[config.mk]
export PLATFORM = sky130hd
export DESIGN_NAME = mem_access_unit
export DESIGN_NICKNAME = d
export VERILOG_FILES = /design/src/rtl/mem_access_unit_pkg.sv /design/src/rtl/mem_lane_align.sv /design/src/rtl/mem_access_unit.sv
export SDC_FILE = /design/constraint.sdc
export NUM_CORES = 1
export LEC_CHECK = 0
export CAP_MARGIN = 20
export CORE_MARGIN = 2
export CORE_UTILIZATION = 44
export DETAILED_ROUTE_END_ITERATION = 8
export HOLD_SLACK_MARGIN = 0.08
export PLACE_DENSITY_LB_ADDON = 0.25
export SKIP_LAST_GASP = 1
export SYNTH_ARGS = -nofsm -noshare
export SYNTH_HDL_FRONTEND = slang
export SYNTH_SLANG_ARGS = --single-unit
export TNS_END_PERCENT = 5
[constraint.sdc]
create_clock -name cpu_clk -period 4.9 [get_ports cpu_clk]
set_input_delay 0.98 -clock cpu_clk [delete_from_list [all_inputs] [get_ports cpu_clk]]
set_output_delay 0.98 -clock cpu_clk [all_outputs]
set_load 0.005 [all_outputs]
[src/rtl/mem_access_unit_pkg.sv]
// rtl/mem_access_unit_pkg.sv - size codes, FSM state codes and default timeout for mem_access_unit
package mem_access_unit_pkg;

  typedef enum logic [1:0] {
    MEM_SZ_B = 2'b00,
    MEM_SZ_H = 2'b01,
    MEM_SZ_W = 2'b10,
    MEM_SZ_D = 2'b11
  } mem_size_e;

  typedef enum logic [1:0] {
    MAS_IDLE   = 2'b00,
    MAS_ACCESS = 2'b01,
    MAS_RESP   = 2'b10
  } mas_state_e;

  localparam int DEFAULT_TIMEOUT_CYC = 16;

endpackage

[src/rtl/mem_lane_align.sv]
// rtl/mem_lane_align.sv - byte enables, store replication, load extract/extend; misalign flag only with MEM_MISALIGN_CHK_EN
module mem_lane_align
  import mem_access_unit_pkg::*;
#(
  parameter int DATA_W = 32
) (
  input  logic [$clog2(DATA_W/8)-1:0] off,
  input  mem_size_e                   size,
  input  logic                        uns,
  input  logic [DATA_W-1:0]           wdata,
  input  logic [DATA_W-1:0]           rdata,
  output logic [DATA_W/8-1:0]         be,
  output logic [DATA_W-1:0]           wdata_rep,
  output logic [DATA_W-1:0]           rdata_ext,
  output logic                        misalign
);

  localparam int NB = DATA_W / 8;

  mem_size_e   eff_size;
  logic [2:0]  mask;
  logic [2:0]  off3;
  logic [2:0]  aoff;
  logic [7:0]  be8;
  logic [63:0] wd64;
  logic [63:0] rd64;
  logic [63:0] sh64;
  logic [63:0] rep64;
  logic [63:0] ext64;
  logic        sbit;

  // Work internally at 64 bits so both bus widths share one datapath; dword on a 32-bit bus acts as word.
  always_comb begin
    eff_size = size;
    if (DATA_W == 32 && size == MEM_SZ_D) eff_size = MEM_SZ_W;
    case (eff_size)
      MEM_SZ_B: mask = 3'd0;
      MEM_SZ_H: mask = 3'd1;
      MEM_SZ_W: mask = 3'd3;
      default:  mask = 3'd7;
    endcase
    off3 = 3'(off);
    aoff = off3 & ~mask;
`ifdef MEM_MISALIGN_CHK_EN
    misalign = (off3 & mask) != 3'd0;
`else
    misalign = 1'b0;
`endif
    wd64  = 64'(wdata);
    rd64  = 64'(rdata);
    sh64  = rd64 >> {aoff, 3'b000};
    be8   = 8'h00;
    rep64 = 64'd0;
    ext64 = 64'd0;
    sbit  = 1'b0;
    case (eff_size)
      MEM_SZ_B: begin
        be8   = 8'h01 << aoff;
        rep64 = {8{wd64[7:0]}};
        sbit  = sh64[7] & ~uns;
        ext64 = {{56{sbit}}, sh64[7:0]};
      end
      MEM_SZ_H: begin
        be8   = 8'h03 << aoff;
        rep64 = {4{wd64[15:0]}};
        sbit  = sh64[15] & ~uns;
        ext64 = {{48{sbit}}, sh64[15:0]};
      end
      MEM_SZ_W: begin
        be8   = 8'h0F << aoff;
        rep64 = {2{wd64[31:0]}};
        sbit  = sh64[31] & ~uns;
        ext64 = {{32{sbit}}, sh64[31:0]};
      end
      default: begin
        be8   = 8'hFF;
        rep64 = wd64;
        ext64 = sh64;
      end
    endcase
    be        = NB'(be8);
    wdata_rep = DATA_W'(rep64);
    rdata_ext = DATA_W'(ext64);
  end

endmodule

[src/rtl/mem_access_unit.sv]
// rtl/mem_access_unit.sv - multi-cycle load/store unit with req/ack bus and core stall; MEM_MISALIGN_CHK_EN enables misaligned-access errors
module mem_access_unit
  import mem_access_unit_pkg::*;
#(
  parameter int DATA_W      = 32,
  parameter int ADDR_W      = 32,
  parameter int TIMEOUT_CYC = DEFAULT_TIMEOUT_CYC
) (
  input  logic                cpu_clk,
  input  logic                cpu_rst,
  input  logic                req_valid,
  input  logic                req_we,
  input  logic [1:0]          req_size,
  input  logic                req_unsigned,
  input  logic [ADDR_W-1:0]   req_addr,
  input  logic [DATA_W-1:0]   req_wdata,
  output logic                req_ready,
  output logic                stall,
  output logic                resp_valid,
  output logic [DATA_W-1:0]   resp_rdata,
  output logic                resp_err,
  output logic [ADDR_W-1:0]   Bus_addr,
  output logic                Bus_req,
  output logic                Bus_we,
  output logic [DATA_W/8-1:0] Bus_be,
  output logic [DATA_W-1:0]   Bus_wdata,
  input  logic                Bus_ack,
  input  logic [DATA_W-1:0]   Bus_rdata
);

  localparam int NB    = DATA_W / 8;
  localparam int OFF_W = $clog2(NB);

  mas_state_e        state;
  logic [7:0]        cnt;
  logic [OFF_W-1:0]  lat_off;
  mem_size_e         lat_size;
  logic              lat_uns;

  logic [OFF_W-1:0]  sel_off;
  mem_size_e         sel_size;
  logic              sel_uns;
  logic [NB-1:0]     lane_be;
  logic [DATA_W-1:0] lane_wdata;
  logic [DATA_W-1:0] lane_rdata;
  logic              lane_misalign;
  logic [ADDR_W-1:0] aligned_addr;

  // Lane logic sees the live request in IDLE and the latched request afterwards.
  always_comb begin
    sel_off      = (state == MAS_IDLE) ? req_addr[OFF_W-1:0] : lat_off;
    sel_size     = (state == MAS_IDLE) ? mem_size_e'(req_size) : lat_size;
    sel_uns      = (state == MAS_IDLE) ? req_unsigned : lat_uns;
    aligned_addr = req_addr & ~ADDR_W'(NB - 1);
    req_ready    = (state == MAS_IDLE);
    stall        = ((state == MAS_IDLE) & req_valid) | (state == MAS_ACCESS);
  end

  mem_lane_align #(
    .DATA_W(DATA_W)
  ) u_lane (
    .off      (sel_off),
    .size     (sel_size),
    .uns      (sel_uns),
    .wdata    (req_wdata),
    .rdata    (Bus_rdata),
    .be       (lane_be),
    .wdata_rep(lane_wdata),
    .rdata_ext(lane_rdata),
    .misalign (lane_misalign)
  );

  // Request FSM: accept, drive the bus until ack or timeout, then present a one-cycle response.
  always_ff @(posedge cpu_clk or posedge cpu_rst) begin
    if (cpu_rst) begin
      state      <= MAS_IDLE;
      cnt        <= 8'd0;
      lat_off    <= '0;
      lat_size   <= MEM_SZ_B;
      lat_uns    <= 1'b0;
      Bus_req    <= 1'b0;
      Bus_we     <= 1'b0;
      Bus_be     <= '0;
      Bus_addr   <= '0;
      Bus_wdata  <= '0;
      resp_valid <= 1'b0;
      resp_err   <= 1'b0;
      resp_rdata <= '0;
    end else begin
      case (state)
        MAS_IDLE: begin
          resp_valid <= 1'b0;
          resp_err   <= 1'b0;
          if (req_valid) begin
            lat_off  <= req_addr[OFF_W-1:0];
            lat_size <= mem_size_e'(req_size);
            lat_uns  <= req_unsigned;
            cnt      <= 8'd0;
            if (lane_misalign) begin
              state      <= MAS_RESP;
              resp_valid <= 1'b1;
              resp_err   <= 1'b1;
              resp_rdata <= '0;
            end else begin
              state     <= MAS_ACCESS;
              Bus_req   <= 1'b1;
              Bus_we    <= req_we;
              Bus_be    <= lane_be;
              Bus_addr  <= aligned_addr;
              Bus_wdata <= lane_wdata;
            end
          end
        end
        MAS_ACCESS: begin
          if (Bus_ack) begin
            state      <= MAS_RESP;
            Bus_req    <= 1'b0;
            resp_valid <= 1'b1;
            resp_err   <= 1'b0;
            resp_rdata <= Bus_we ? '0 : lane_rdata;
          end else if (cnt == 8'(TIMEOUT_CYC - 1)) begin
            state      <= MAS_RESP;
            Bus_req    <= 1'b0;
            resp_valid <= 1'b1;
            resp_err   <= 1'b1;
            resp_rdata <= '0;
          end else begin
            cnt <= cnt + 8'd1;
          end
        end
        MAS_RESP: begin
          state      <= MAS_IDLE;
          resp_valid <= 1'b0;
          resp_err   <= 1'b0;
        end
        default: state <= MAS_IDLE;
      endcase
    end
  end

endmodule

==> out/metrics.yaml <==
outcome:
  status: "finished clean"
route:
  postRouteAntennaNets: 0
  drcViolationCount: 0
  drtIter0Drc: 281
  totalWireLength_mm: 16.5
  viasPerCell: 5.45
  wl_per_cell_microns: 17.5
  vias: 5137
  first_pass_iters: 7
floorplanning:
  rows: 40
  die_h_microns: 115
  num_io_pins: 210
  die-area_sq_mm: 0.0132
  start_util_pct: 45.1
  die_x_microns: 115
  core_area_sq_mm: 0.0120
critical_path:
  critPathCaptureType: "output pin"
  required_ns: 3.92
  critPathLaunch: "req_valid"
  path_max_fanout: 3
  worstSetupPathType: "in2out"
  rr_startpoint: "state[0]$_DFFE_PP0P_"
  crit_arrival_ns: 2.19
  critPathLaunchType: "primary input"
clocking:
  post-cts-setup-buffer-count: 0
  cts_tree: "done"
  cts_hold_buf: 0
  cts_buffers: 17
  cts_resized: 0
  cts_root_buf: "clkbuf_16"
  clk_pin_slew_worst_paths_ns: 0.05
  cts.path.max_buffers: 2
  h-tree-depth: 4
  clock_sinks: 117
  insertion_delay_ns: 0.41
place:
  dpl_worst_slack_ns: 1.43
  dp_hpwl_mm: 11.8
  port_buffers: 207
  dp.cells: 910
  gp_congestion: 0.875
  postPlaceCellArea_sq_mm: 0.00762
yosys:
  syn_inst: 584
  netlist_top_cells_count: "202 x nand2_1, 117 x dfrtp_1, 34 x nor2_1"
  postSynthAreaPerCell_sq_um: 9.29
  synthFlopType: "dfrtp_1"
  ys_seq_area_share_pct: 54.0
  yosys_warnings: 0
  synth.cell_area_sq_mm: 0.00542
  ys_types: 47
  synth.area.top_cells: "dfrtp_1 54%, nand2_1 14%, mux2i_1 4.8%, a32o_1 3.0%, o21ai_0 3.0%"
  synth_most_common_cell: "nand2_1"
  ys_seq_elements: 117
  async_reset_ff_share_pct: 100
  synth_edf_count: 0
  synth_top_area_share_pct: 54.0
  synth_top_area_cell: "dfrtp_1"
power:
  power_density_mw_per_mm2: 582
  p_leak_nw: 3.76
  peakVddDrop_mv: 0.340
timing:
  holdWs_ns: 0.470
  tightest_slew_ns: 0.957
  grt_setup_unrepaired: "no"
  relSlewSlack_pct: 36.2
  finalCriticalPeriod_ns: 3.17
  period_share_pct: 64.8
  final_max_slew_viol_count: 0
  hold_viol_final: 0
  setup_viol: 0
  fin_tns_setup_ns: 0
  fin_skew_ns: 0.00925
  fin_ws_ns: 1.73
  max_freq_mhz: 315
layout:
  final_nets: 890
  drive_above_1_share_pct: 7.04
  area_growth_pct: 51.6
  fin_area_sq_mm: 0.00822
  fin_cells: 943
  diodes: 0
global_routing:
  grt-ovfl-total: 0
  grt_pass1_vias: 5210
  antenna_found_initial: 0
  grt_max_degree: 83
  grt.total_usage_pct: 25.6
  grt_pass1_wl_mm: 26.3
flow_run:
  cap_violations: 0
worst_hold_path:
  hold_path.class: "reg2reg"
  hold_start: "Bus_addr[20]$_DFFE_PP0P_"
## metrics by stage
| stage | util, % | power [mW] |
|---|---|---|
| 2_1_floorplan | - | 2.48 |
| 3_3_place_gp | 63.2 | 3.54 |
| 3_5_place_dp | 63.4 | 3.61 |
| 4_1_cts | 68.1 | 4.80 |
| 5_1_grt | 68.4 | 5.08 |
| 6_report | 68.4 | 4.79 |
## flip-flops by register name (all words and copies together), names as in the netlist, 2 cells and up
| name | flops |
|---|---|
| Bus_addr | 30 |
| Bus_be | 4 |
| Bus_wdata | 32 |
| cnt | 8 |
| lat_off | 2 |
| lat_size | 2 |
| resp_rdata | 32 |
| state | 2 |
## layer usage
layer  part of all wire [%]  track usage (%)
met1                     40             31.1
met2                     50             42.9
met3                    7.9             7.75
met4                    2.6             10.5
met5                      0                0
## cell usage in the layout, fill, tap and decap left out, types with 5 or more instances in the layout
cell type          n
o211ai_1           8
dfrtp_1          117
nand3_1           20
a211oi_1          11
mux2i_1           25
clkdlybuf4s50_1  207
clkbuf_8           5
a32o_1            16
o21ai_1            8
nor2_1            34
nand2_1          201
clkbuf_16         17
inv_1              6
o21ai_0           32
a31oi_1           16
buf_4              9
a21o_1             8
## power breakdown
group	internal, mW	switching, mW	total, mW
registers	1.37	0.264	1.63
logic	1.09	0.893	1.99
clock network	0.756	0.412	1.17
total	3.22	1.57	4.79
## kinds of logic after synthesis
logic type      share of synthesized area (%)
fa+ha+maj                               0.231
flops                                    54.0
buf+inv                                  3.58
xor+xnor                                0.323
compound gates                           14.4
mux                                      6.71
other cells                            0.0692
simple gates                             20.7
## worst paths after layout
| check | end | slack, ns | cells past startpoint |
|---|---|---|---|
| worst max register to register | resp_rdata[20]$_DFFE_PP0P_ | 2.24 | 5 |
| worst min-delay path | Bus_addr[20]$_DFFE_PP0P_ | 0.47 | 2 |
| worst min register to register | Bus_addr[20]$_DFFE_PP0P_ | 0.47 | 2 |
| worst max-delay path | stall | 1.73 | 4 |
| min in group asynchronous | Bus_addr[20]$_DFFE_PP0P_ | 0.83 | 2 |
| max in group asynchronous | Bus_addr[28]$_DFFE_PP0P_ | 3.14 | 4 |
## critical path, stage by stage
cell             delay, ns
clkdlybuf4s50_1       0.52
nor2_1                0.05
nor2_1                0.11
clkdlybuf4s50_1       0.53
## area by class of cell
cell class | instances | area, sq um
Timing Repair Buffer | 219 | 2210
Clock buffer | 26 | 509
Multi-Input combinational cell | 423 | 2320
Fill cell | 957 | 3790
Sequential cell | 117 | 2930
Clock inverter | 4 | 45.0
Tap cell | 147 | 184
Inverter | 7 | 28.8
Power figures use the tool's default switching activity.
